## src/rtl/instr_load_sequencer_pkg.sv

```systemverilog
// Shared definitions for the CPU instruction-load port: sequencer state encoding,
// default word width and MIPS-style opcode/funct constants used when building programs.
package cpu_load_defs;

   typedef enum logic [2:0] {
      IDLE   = 3'd0,
      LOAD   = 3'd1,
      CPURST = 3'd2,
      RUN    = 3'd3,
      DONE   = 3'd4
   } state_t;

   localparam int WIDTH_DEFAULT = 32;

   localparam logic [5:0] OP_RTYPE = 6'b000000;
   localparam logic [5:0] OP_ADDI  = 6'b001000;
   localparam logic [5:0] OP_LW    = 6'b100011;
   localparam logic [5:0] OP_SW    = 6'b101011;

   localparam logic [5:0] FUNCT_ADD = 6'b100000;
   localparam logic [5:0] FUNCT_SUB = 6'b100010;
   localparam logic [5:0] FUNCT_AND = 6'b100100;
   localparam logic [5:0] FUNCT_OR  = 6'b100101;
   localparam logic [5:0] FUNCT_SLT = 6'b101010;

endpackage

```

## src/rtl/instr_load_sequencer_buffer.sv

```systemverilog
// Program buffer: words are appended in write order at index count, read back
// combinationally by index. The caller only asserts wr_en when there is room.
module instr_buffer #(
   parameter int DEPTH = 16,
   parameter int WIDTH = 32
) (
   input  logic                     clk,
   input  logic                     Reset,
   input  logic                     clear,
   input  logic                     wr_en,
   input  logic [WIDTH-1:0]         wr_data,
   input  logic [$clog2(DEPTH)-1:0] rd_idx,
   output logic [WIDTH-1:0]         rd_data,
   output logic [$clog2(DEPTH):0]   count
);

   localparam int AW = $clog2(DEPTH);
   localparam int CW = AW + 1;

   logic [WIDTH-1:0] mem [DEPTH];

   always_ff @(posedge clk) begin
      if (Reset || clear) begin
         count <= '0;
      end else if (wr_en) begin
         count <= count + CW'(1);
      end
   end

   // Contents are not cleared on reset; count alone defines what is valid.
   always_ff @(posedge clk) begin
      if (wr_en) begin
         mem[count[AW-1:0]] <= wr_data;
      end
   end

   assign rd_data = mem[rd_idx];

endmodule

```

## src/rtl/instr_load_sequencer.sv

```systemverilog
// Streams a buffered program into the CPU one word per clock, pulses the CPU reset
// for one cycle, then counts a fixed run budget and raises done.
module instr_load_sequencer
   import cpu_load_defs::*;
#(
   parameter int DEPTH      = 16,
   parameter int WIDTH      = WIDTH_DEFAULT,
   parameter int RUN_CYCLES = 10
) (
   input  logic                   clk,
   input  logic                   Reset,
   input  logic                   wr_valid,
   input  logic [WIDTH-1:0]       wr_data,
   output logic                   wr_ready,
   input  logic                   start,
   input  logic                   clear,
   output logic                   LoadInstructions,
   output logic [WIDTH-1:0]       Instruction,
   output logic                   cpu_reset,
   output logic                   busy,
   output logic                   done,
   output logic [$clog2(DEPTH):0] count,
   output logic [2:0]             dbg_state
);

   localparam int AW = $clog2(DEPTH);
   localparam int CW = AW + 1;
   localparam int RW = $clog2(RUN_CYCLES + 1);
   localparam logic [CW-1:0] DEPTH_C = CW'(DEPTH);

   state_t          state;
   logic [CW-1:0]   idx;
   logic [RW-1:0]   run_cnt;
   logic            idle_like;
   logic            wr_fire;
   logic            start_ok;
   logic [CW-1:0]   count_next;
   logic [AW-1:0]   rd_idx;
   logic [WIDTH-1:0] rd_data;

   // Handshake: a word transfers on any rising edge where wr_valid && wr_ready;
   // wr_ready is registered and only ever high in IDLE/DONE with room in the buffer.
   always_comb begin
      idle_like  = (state == IDLE) || (state == DONE);
      wr_fire    = idle_like && !clear && wr_valid && wr_ready;
      count_next = clear ? '0 : (count + CW'(wr_fire));
      start_ok   = idle_like && !clear && start && (count_next != '0);
      rd_idx     = (state == LOAD) ? (idx[AW-1:0] + AW'(1)) : '0;
   end

   instr_buffer #(
      .DEPTH (DEPTH),
      .WIDTH (WIDTH)
   ) u_buf (
      .clk     (clk),
      .Reset   (Reset),
      .clear   (idle_like && clear),
      .wr_en   (wr_fire),
      .wr_data (wr_data),
      .rd_idx  (rd_idx),
      .rd_data (rd_data),
      .count   (count)
   );

   always_ff @(posedge clk) begin
      if (Reset) begin
         state            <= IDLE;
         idx              <= '0;
         run_cnt          <= '0;
         LoadInstructions <= 1'b0;
         Instruction      <= '0;
         cpu_reset        <= 1'b1;
         busy             <= 1'b0;
         done             <= 1'b0;
         wr_ready         <= 1'b1;
      end else begin
         case (state)
            IDLE, DONE: begin
               cpu_reset        <= 1'b1;
               LoadInstructions <= 1'b0;
               Instruction      <= '0;
               if (clear) begin
                  state    <= IDLE;
                  done     <= 1'b0;
                  wr_ready <= 1'b1;
               end else if (start_ok) begin
                  state            <= LOAD;
                  idx              <= '0;
                  done             <= 1'b0;
                  busy             <= 1'b1;
                  wr_ready         <= 1'b0;
                  cpu_reset        <= 1'b0;
                  LoadInstructions <= 1'b1;
                  // A word written into an empty buffer this edge is not yet readable.
                  Instruction      <= (wr_fire && count == '0) ? wr_data : rd_data;
               end else begin
                  wr_ready <= (count_next < DEPTH_C);
               end
            end
            LOAD: begin
               if (idx + CW'(1) == count) begin
                  state            <= CPURST;
                  LoadInstructions <= 1'b0;
                  Instruction      <= '0;
                  cpu_reset        <= 1'b1;
               end else begin
                  idx         <= idx + CW'(1);
                  Instruction <= rd_data;
               end
            end
            CPURST: begin
               state     <= RUN;
               cpu_reset <= 1'b0;
               run_cnt   <= RW'(RUN_CYCLES);
            end
            RUN: begin
               if (run_cnt == RW'(1)) begin
                  state     <= DONE;
                  done      <= 1'b1;
                  busy      <= 1'b0;
                  cpu_reset <= 1'b1;
                  wr_ready  <= (count < DEPTH_C);
               end else begin
                  run_cnt <= run_cnt - RW'(1);
               end
            end
            default: state <= IDLE;
         endcase
      end
   end

   assign dbg_state = state;

endmodule

```

## config.mk

```make
export PLATFORM = sky130hd
export DESIGN_NAME = instr_load_sequencer
export DESIGN_NICKNAME = d
export VERILOG_FILES = /design/src/rtl/instr_load_sequencer_pkg.sv /design/src/rtl/instr_load_sequencer_buffer.sv /design/src/rtl/instr_load_sequencer.sv
export SDC_FILE = /design/constraint.sdc
export NUM_CORES = 1
export LEC_CHECK = 0
export ABC_AREA = 1
export CORE_UTILIZATION = 30
export CTS_CLUSTER_DIAMETER = 80
export CTS_CLUSTER_SIZE = 20
export DETAILED_ROUTE_END_ITERATION = 10
export PLACE_DENSITY = 0.46
export SLEW_MARGIN = 20
export SYNTH_ARGS = -nofsm -noshare
export SYNTH_HDL_FRONTEND = slang
export SYNTH_SLANG_ARGS = --single-unit
```

## constraint.sdc

```tcl
create_clock -name clk -period 4.1 [get_ports clk]
set_input_delay 0.82 -clock clk [delete_from_list [all_inputs] [get_ports clk]]
set_output_delay 0.82 -clock clk [all_outputs]
set_load 0.1 [all_outputs]
```

After elaboration in Yosys (flattened, before gate mapping)

Memory sizes are Yosys's and may differ from the RTL's.
Cells that the tools add are included.

Register bits: 54
Bits in latches: 0
Bits in writable memories: 512
Bits in read-only memories: 0
Input port bits: 37
Output and inout port bits: 45
Logic and storage cells: 97
Memories: 1

Memory list:

| memory    | words | bits a word | rd ports | clocked after memory_dff | write ports | RTL line                          | RTL |
|---|---|---|---|---|---|---|---|
| u_buf.mem | 16    | 32          | 1        | 0                        | 1           | instr_load_sequencer_buffer.sv:20 | `logic [WIDTH-1:0] mem [DEPTH];` |

Add/subtract/negate cells: 5
Multipliers: 0
Divide/modulo/power cells: 0
Magnitude comparators: 2
Equality and inequality tests: 13
Shift operators: 0
Multiplexer cells: 40
Bitwise gates (word level): 0
Reduce and logical (&&, ||, !) cells: 26

Operators with widths:

| kind                                              | number |
|---|---|
| 2-to-1 mux 32 bit                                 | 4 |
| one-hot mux 32 bit (2 select lines)               | 1 |
| 2-to-1 mux 5 bit                                  | 4 |
| 2-to-1 mux 1 bit                                  | 17 |
| 2-to-1 mux 3 bit                                  | 4 |
| one-hot mux 3 bit (4 select lines)                | 1 |
| adder 5 x 1 -> 5 bit, second input constant       | 2 |
| less-than comparator 5 bit, second input constant | 2 |
| != test 2 bit, second input constant              | 5 |
| one-hot mux 5 bit (2 select lines)                | 1 |
| AND reduction 3 bit                               | 3 |
| 2-to-1 mux 4 bit                                  | 2 |
| one-hot mux 1 bit (2 select lines)                | 4 |
| one-hot mux 4 bit (2 select lines)                | 1 |
| AND reduction 4 bit                               | 2 |
| logical AND 1 bit                                 | 7 |
| == test 3 x 2 -> 1 bit, second input constant     | 2 |
| AND reduction 2 bit                               | 3 |
| nonzero test 2 bit                                | 3 |
| adder 5 x 1 -> 5 bit                              | 1 |
| == test 5 bit                                     | 1 |
| logical NOT 5 bit                                 | 1 |
| nonzero test 5 bit                                | 1 |
| adder 4 x 1 -> 4 bit, second input constant       | 1 |
| 12 further kinds                                  | 13 |

Longest topological paths before layout

Depth in word-level cells: 12
Mapped depth: 18
Depth with buffers taken out: 17

Cells and area by module

A second synthesis with hierarchy kept.

Cell total of the unflattened synthesis: 2,623
Area, all modules: 25,381.8 µm²

Modules (own cells, without submodules):

| module               | times used | cells each | area each (µm²) | seq. area each (µm²) |
|---|---|---|---|---|
| instr_buffer         | 1          | 2,119      | 22,345.2        | 15,474.8 |
| instr_load_sequencer | 1          | 504        | 3,036.7         | 980.9 |

Least setup slack after synthesis

Ideal clock, no wire load.

Path kind: register to register
From: register state[0], in the netlist dbg_state[0]
To: register u_buf.count[4]
Library setup time: 0.126 ns
Data arrival time: 3.405 ns
Path slack: 0.569 ns
Stages on the path, launching flop included: 11
Cells stage by stage: dfxtp_1 -> nor2_2 -> inv_2 -> nor2_4 -> nand3_2 -> inv_1 -> nand2_1 -> nor2_1 -> inv_1 -> o21ai_0 -> a21oi_1

Longest elaborated chain between the ends: 5

RTL lines:

| item                                                      | RTL line                          | RTL |
|---|---|---|
| start, declared                                           | instr_load_sequencer.sv:31        | `state_t state;` |
| start signal, assigned                                    | instr_load_sequencer.sv:67        | `state <= IDLE;` |
| start signal, assigned                                    | instr_load_sequencer.sv:83        | `state <= IDLE;` |
| start signal, assigned                                    | instr_load_sequencer.sv:87        | `state <= LOAD;` |
| == test 3 bit / logical NOT 3 bit (equally long branches) | instr_load_sequencer.sv:44        | `idle_like = (state == IDLE) \|\| (state == DONE);` |
| logical OR 1 bit (*)                                      | instr_load_sequencer.sv:44        |  |
| logical AND 1 bit (*) (3 in series)                       | instr_load_sequencer.sv:45        | `wr_fire = idle_like && !clear && wr_valid && wr_ready;` |
| via u_buf.wr_en                                           | instr_load_sequencer_buffer.sv:10 | `input logic wr_en,` |
| end signal, assigned                                      | instr_load_sequencer_buffer.sv:26 | `count <= count + CW'(1);` |
| end, declared                                             | instr_load_sequencer_buffer.sv:14 | `output logic [$clog2(DEPTH):0] count` |

The timed path passes the listed nets; every way through them passes the cells marked *.
A chain may end at the register's enable or synchronous reset.

Final worst setup path

From: register u_buf.count[3]
To: output count[3]

RTL lines:

| item          | RTL line                   | RTL |
|---|---|---|
| end, declared | instr_load_sequencer.sv:22 | `output logic [$clog2(DEPTH):0] count,` |

No word-level cell between the ends.

==> summary.txt <==
Power and ir drop
  • PwrDens: between 400 and 500 nW/um^2
  • Peak VDD IR: about 300 uV
  • Final Power: between 10 and 15 mW
  • LEAKAGE: 10.5 nW

Placement
  • Placed cell count: 3387
  • Placer's final routability congestion estimate: a little under 0.8
  • HPWL after DPL: approximately 40000 um
  • IO Port Bufs: 81
  • DP Worst Slack: 489 ps

Floorplan
  • Die W: just under 300 um
  • Die area: 83000 sq um
  • Chip height: approximately 290 um
  • Row count: between 100 and 150
  • Core ar.: 80800 sq um
  • Top-level port count: 82
  • Initial core utilization: between 30% and 40%

GRT
  • Tot GR Track Use: 18.0%
  • Number of global-route vias before repair: 16863
  • GR Overflow Total: 0
  • Largest net degree at the start of global routing: ~130
  • First-pass GRT wire length: ~110000 um
  • Initial antenna violation count: 0

CTS
  • CTS Root Cell: clkbuf_16
  • Cts bufs inserted: 38
  • CTS tree: done
  • Hold-fix buffers, CTS: 0
  • Clock sink count: 566
  • CTS max path bufs: 3
  • Post-CTS sizing: 0
  • H-tree depth: 2
  • CTS clock-pin slew for the worst setup and hold paths: around 80 ps
  • Setup Fix Bufs, Post-CTS: 0
  • Clk_lat worst skew: around 590 ps

Drt
  • First drt pass iteration count: 8
  • Total vias in the final route: roughly 18000
  • Final ANT Viol Nets: 0
  • # DRC: 9
  • Final wirelength: 75500 um
  • Vias per cell: between 5 and 6
  • Avg WL per Cell: around 22 um
  • Detailed Route Iter0 Violations: 1611

Yosys
  • Sequential fraction of the synthesis area: about two thirds
  • Mapped Cells: roughly 2400
  • Post-synthesis average cell area: roughly 10 sq um
  • Library cells used by synthesis: 33
  • Syn Nets: 2406
  • Number of synthesized register bits: ~570
  • Synth Warn #: 0
  • Post-Syn Area: around 25000 sq um

Setup path
  • Reg2reg path depth: 10
  • CP Buf/Inv Count: 1
  • Crit Path Max Fanout: 11
  • Worst path cell trace: clkdlybuf4s50_1
  • Kind of cell adding the most delay to the critical path: buffers and inverters
  • Crit Path Category: flip-flop to output port
  • R2r startpoint: idx[0]$_SDFFE_PP0P_
  • Startpoint Class: flip-flop
  • Worst reg2reg endpoint: Instruction[6]$_SDFFE_PP0P_
  • Worst Path Arrival: about 2400 ps
  • Required @ worst endpoint: around 3300 ps
  • R2R Setup Slk: between 1000 and 1500 ps
  • Slowest CP cell: clkdlybuf4s50_1
  • Worst Setup End Kind: output port
  • CP max stage delay: around 1200 ps

Worst hold path
  • Worst Hold Endpoint: LoadInstructions$_SDFFE_PP0P_
  • Hold Path Stages: 2
  • Min-delay src: LoadInstructions$_SDFFE_PP0P_
  • Hold Path Class: flip-flop to flip-flop

Run
  • Number of max-cap violations: 0

Timing
  • Slew Viols, Final: 0
  • Final hold violation count: 0
  • Fin crit period: about 3200 ps
  • Measured slew at the worst slew-check pin: approximately 1100 ps
  • Slew HR: approximately 27%
  • RSZ-0062 raised after global routing: no
  • Final worst slack: around 890 ps
  • Period utilization: around four fifths
  • TNS Setup: 0 ps
  • F_max: slightly above 300 MHz
  • Final setup fails: 0
  • Worst Skew: 21.5 ps

Layout
  • Post-route insts no fill: around 3500
  • Syn-to-layout area delta: 13.5%
  • Most frequent cells in the layout: nand2_1, edfxtp_1, nand3_1, nor2_1, inv_1
  • Fraction of layout cells with a size suffix above 1: 6.39%
  • # diodes: 0
  • Layout Nets: roughly 2400
  • Commonest non-fill, non-tap cell in the layout: nand2_1

Outcome
  • Status: finished with violations
  • Failing checks: DRC
[report_power, final]
group	leakage (nW)	switching (mW)	internal [mW]
Sequential	5.05	0.0789	6.41
Combinational	4.83	2.25	0.711
Clock	0.577	2.09	1.90
[state kept, by name, indices dropped and copies added, names as in the netlist]
name              flops
busy                  1
LoadInstructions      1
u_buf.count           5
done                  1
cpu_reset             1
u_buf.mem           512
dbg_state             3
idx                   5
wr_ready              1
Instruction          32
run_cnt               4
[cell type report]
type	instances	area, sq um
fillers	7973	52900
inverters	162	613
clock buffers	53	1040
well taps	1060	1330
clock inverters	16	153
multi-input cells	1467	6930
flip-flops and latches	566	16500
repair buffers	132	1340
[per-layer routing]
metal	GRT usage [%]	part of all wire, %	routed length, um
met1	25.7	47	35400
met2	28.7	46	34500
met3	2.59	5.4	4080
met4	4.66	2.0	1480
met5	0	0	0
[worst register-to-register path, cell delays in order (launching register included)]
cell and delay, ps:
dfxtp_4 410, buf_4 430, nand3_1 150, xor2_1 340
nor2_4 70, inv_2 720, nand3_1 400, nand2_1 200
nand2_1 70, nand2_1 90, a21oi_1 90
[stage by stage]
step,hold WS [ps],area [sq um],utilization [%]
global route,497,27900,34.5
detailed placement,454,26700,33.0
finish,468,27900,34.5
CTS,471,27900,34.5
global placement,454,26700,33.0
floorplan,454,24600,-
[cell usage after synthesis (all sizes together)]
cell type  count  area [sq um]
inv          162           608
dfxtp         54          1080
or2            4          25.0
a31oi          1          6.26
o21ai         43           215
nor3           5          25.0
ha             9           113
buf           95           460
xor2           4          35.0
o211ai         1          7.51
o2111ai       33           289
a21oi         49           245
nand3b         1          7.51
a22oi          1          7.51
nand2        552          2080
nand4         67           419
xnor2          1          8.76
nor2         197           769
edfxtp       512         15400
a21boi         1          7.51
clkbuf        70           263
nand3        496          2500
a211oi         1          7.51
o21a           1          7.51
[how the worst max path moves through the flow]
stage | start | endpoint | slack (ps) | cells after the start
floorplan | dbg_state[0]$_SDFFE_PP0P_ | u_buf.count[4]$_SDFFE_PP0P_ | 570 | 10
global placement | clear | Instruction[18]$_SDFFE_PP0P_ | 520 | 16
detailed placement | clear | Instruction[1]$_SDFFE_PP0P_ | 490 | 16
CTS | u_buf.count[2]$_SDFFE_PP0P_ | count[2] | 860 | 1
global route | idx[0]$_SDFFE_PP0P_ | Instruction[9]$_SDFFE_PP0P_ | 730 | 12
finish | u_buf.count[3]$_SDFFE_PP0P_ | count[3] | 890 | 1
[cell families after synthesis]
family | count (synthesis) | share of synthesized area [%]
xor+xnor | 5 | 0.178
buf+inv | 327 | 5.42
flops | 566 | 67.0
fa+ha+maj | 9 | 0.459
simple gates | 1322 | 23.7
compound gates | 131 | 3.23
Power figures use the tool's default switching activity.
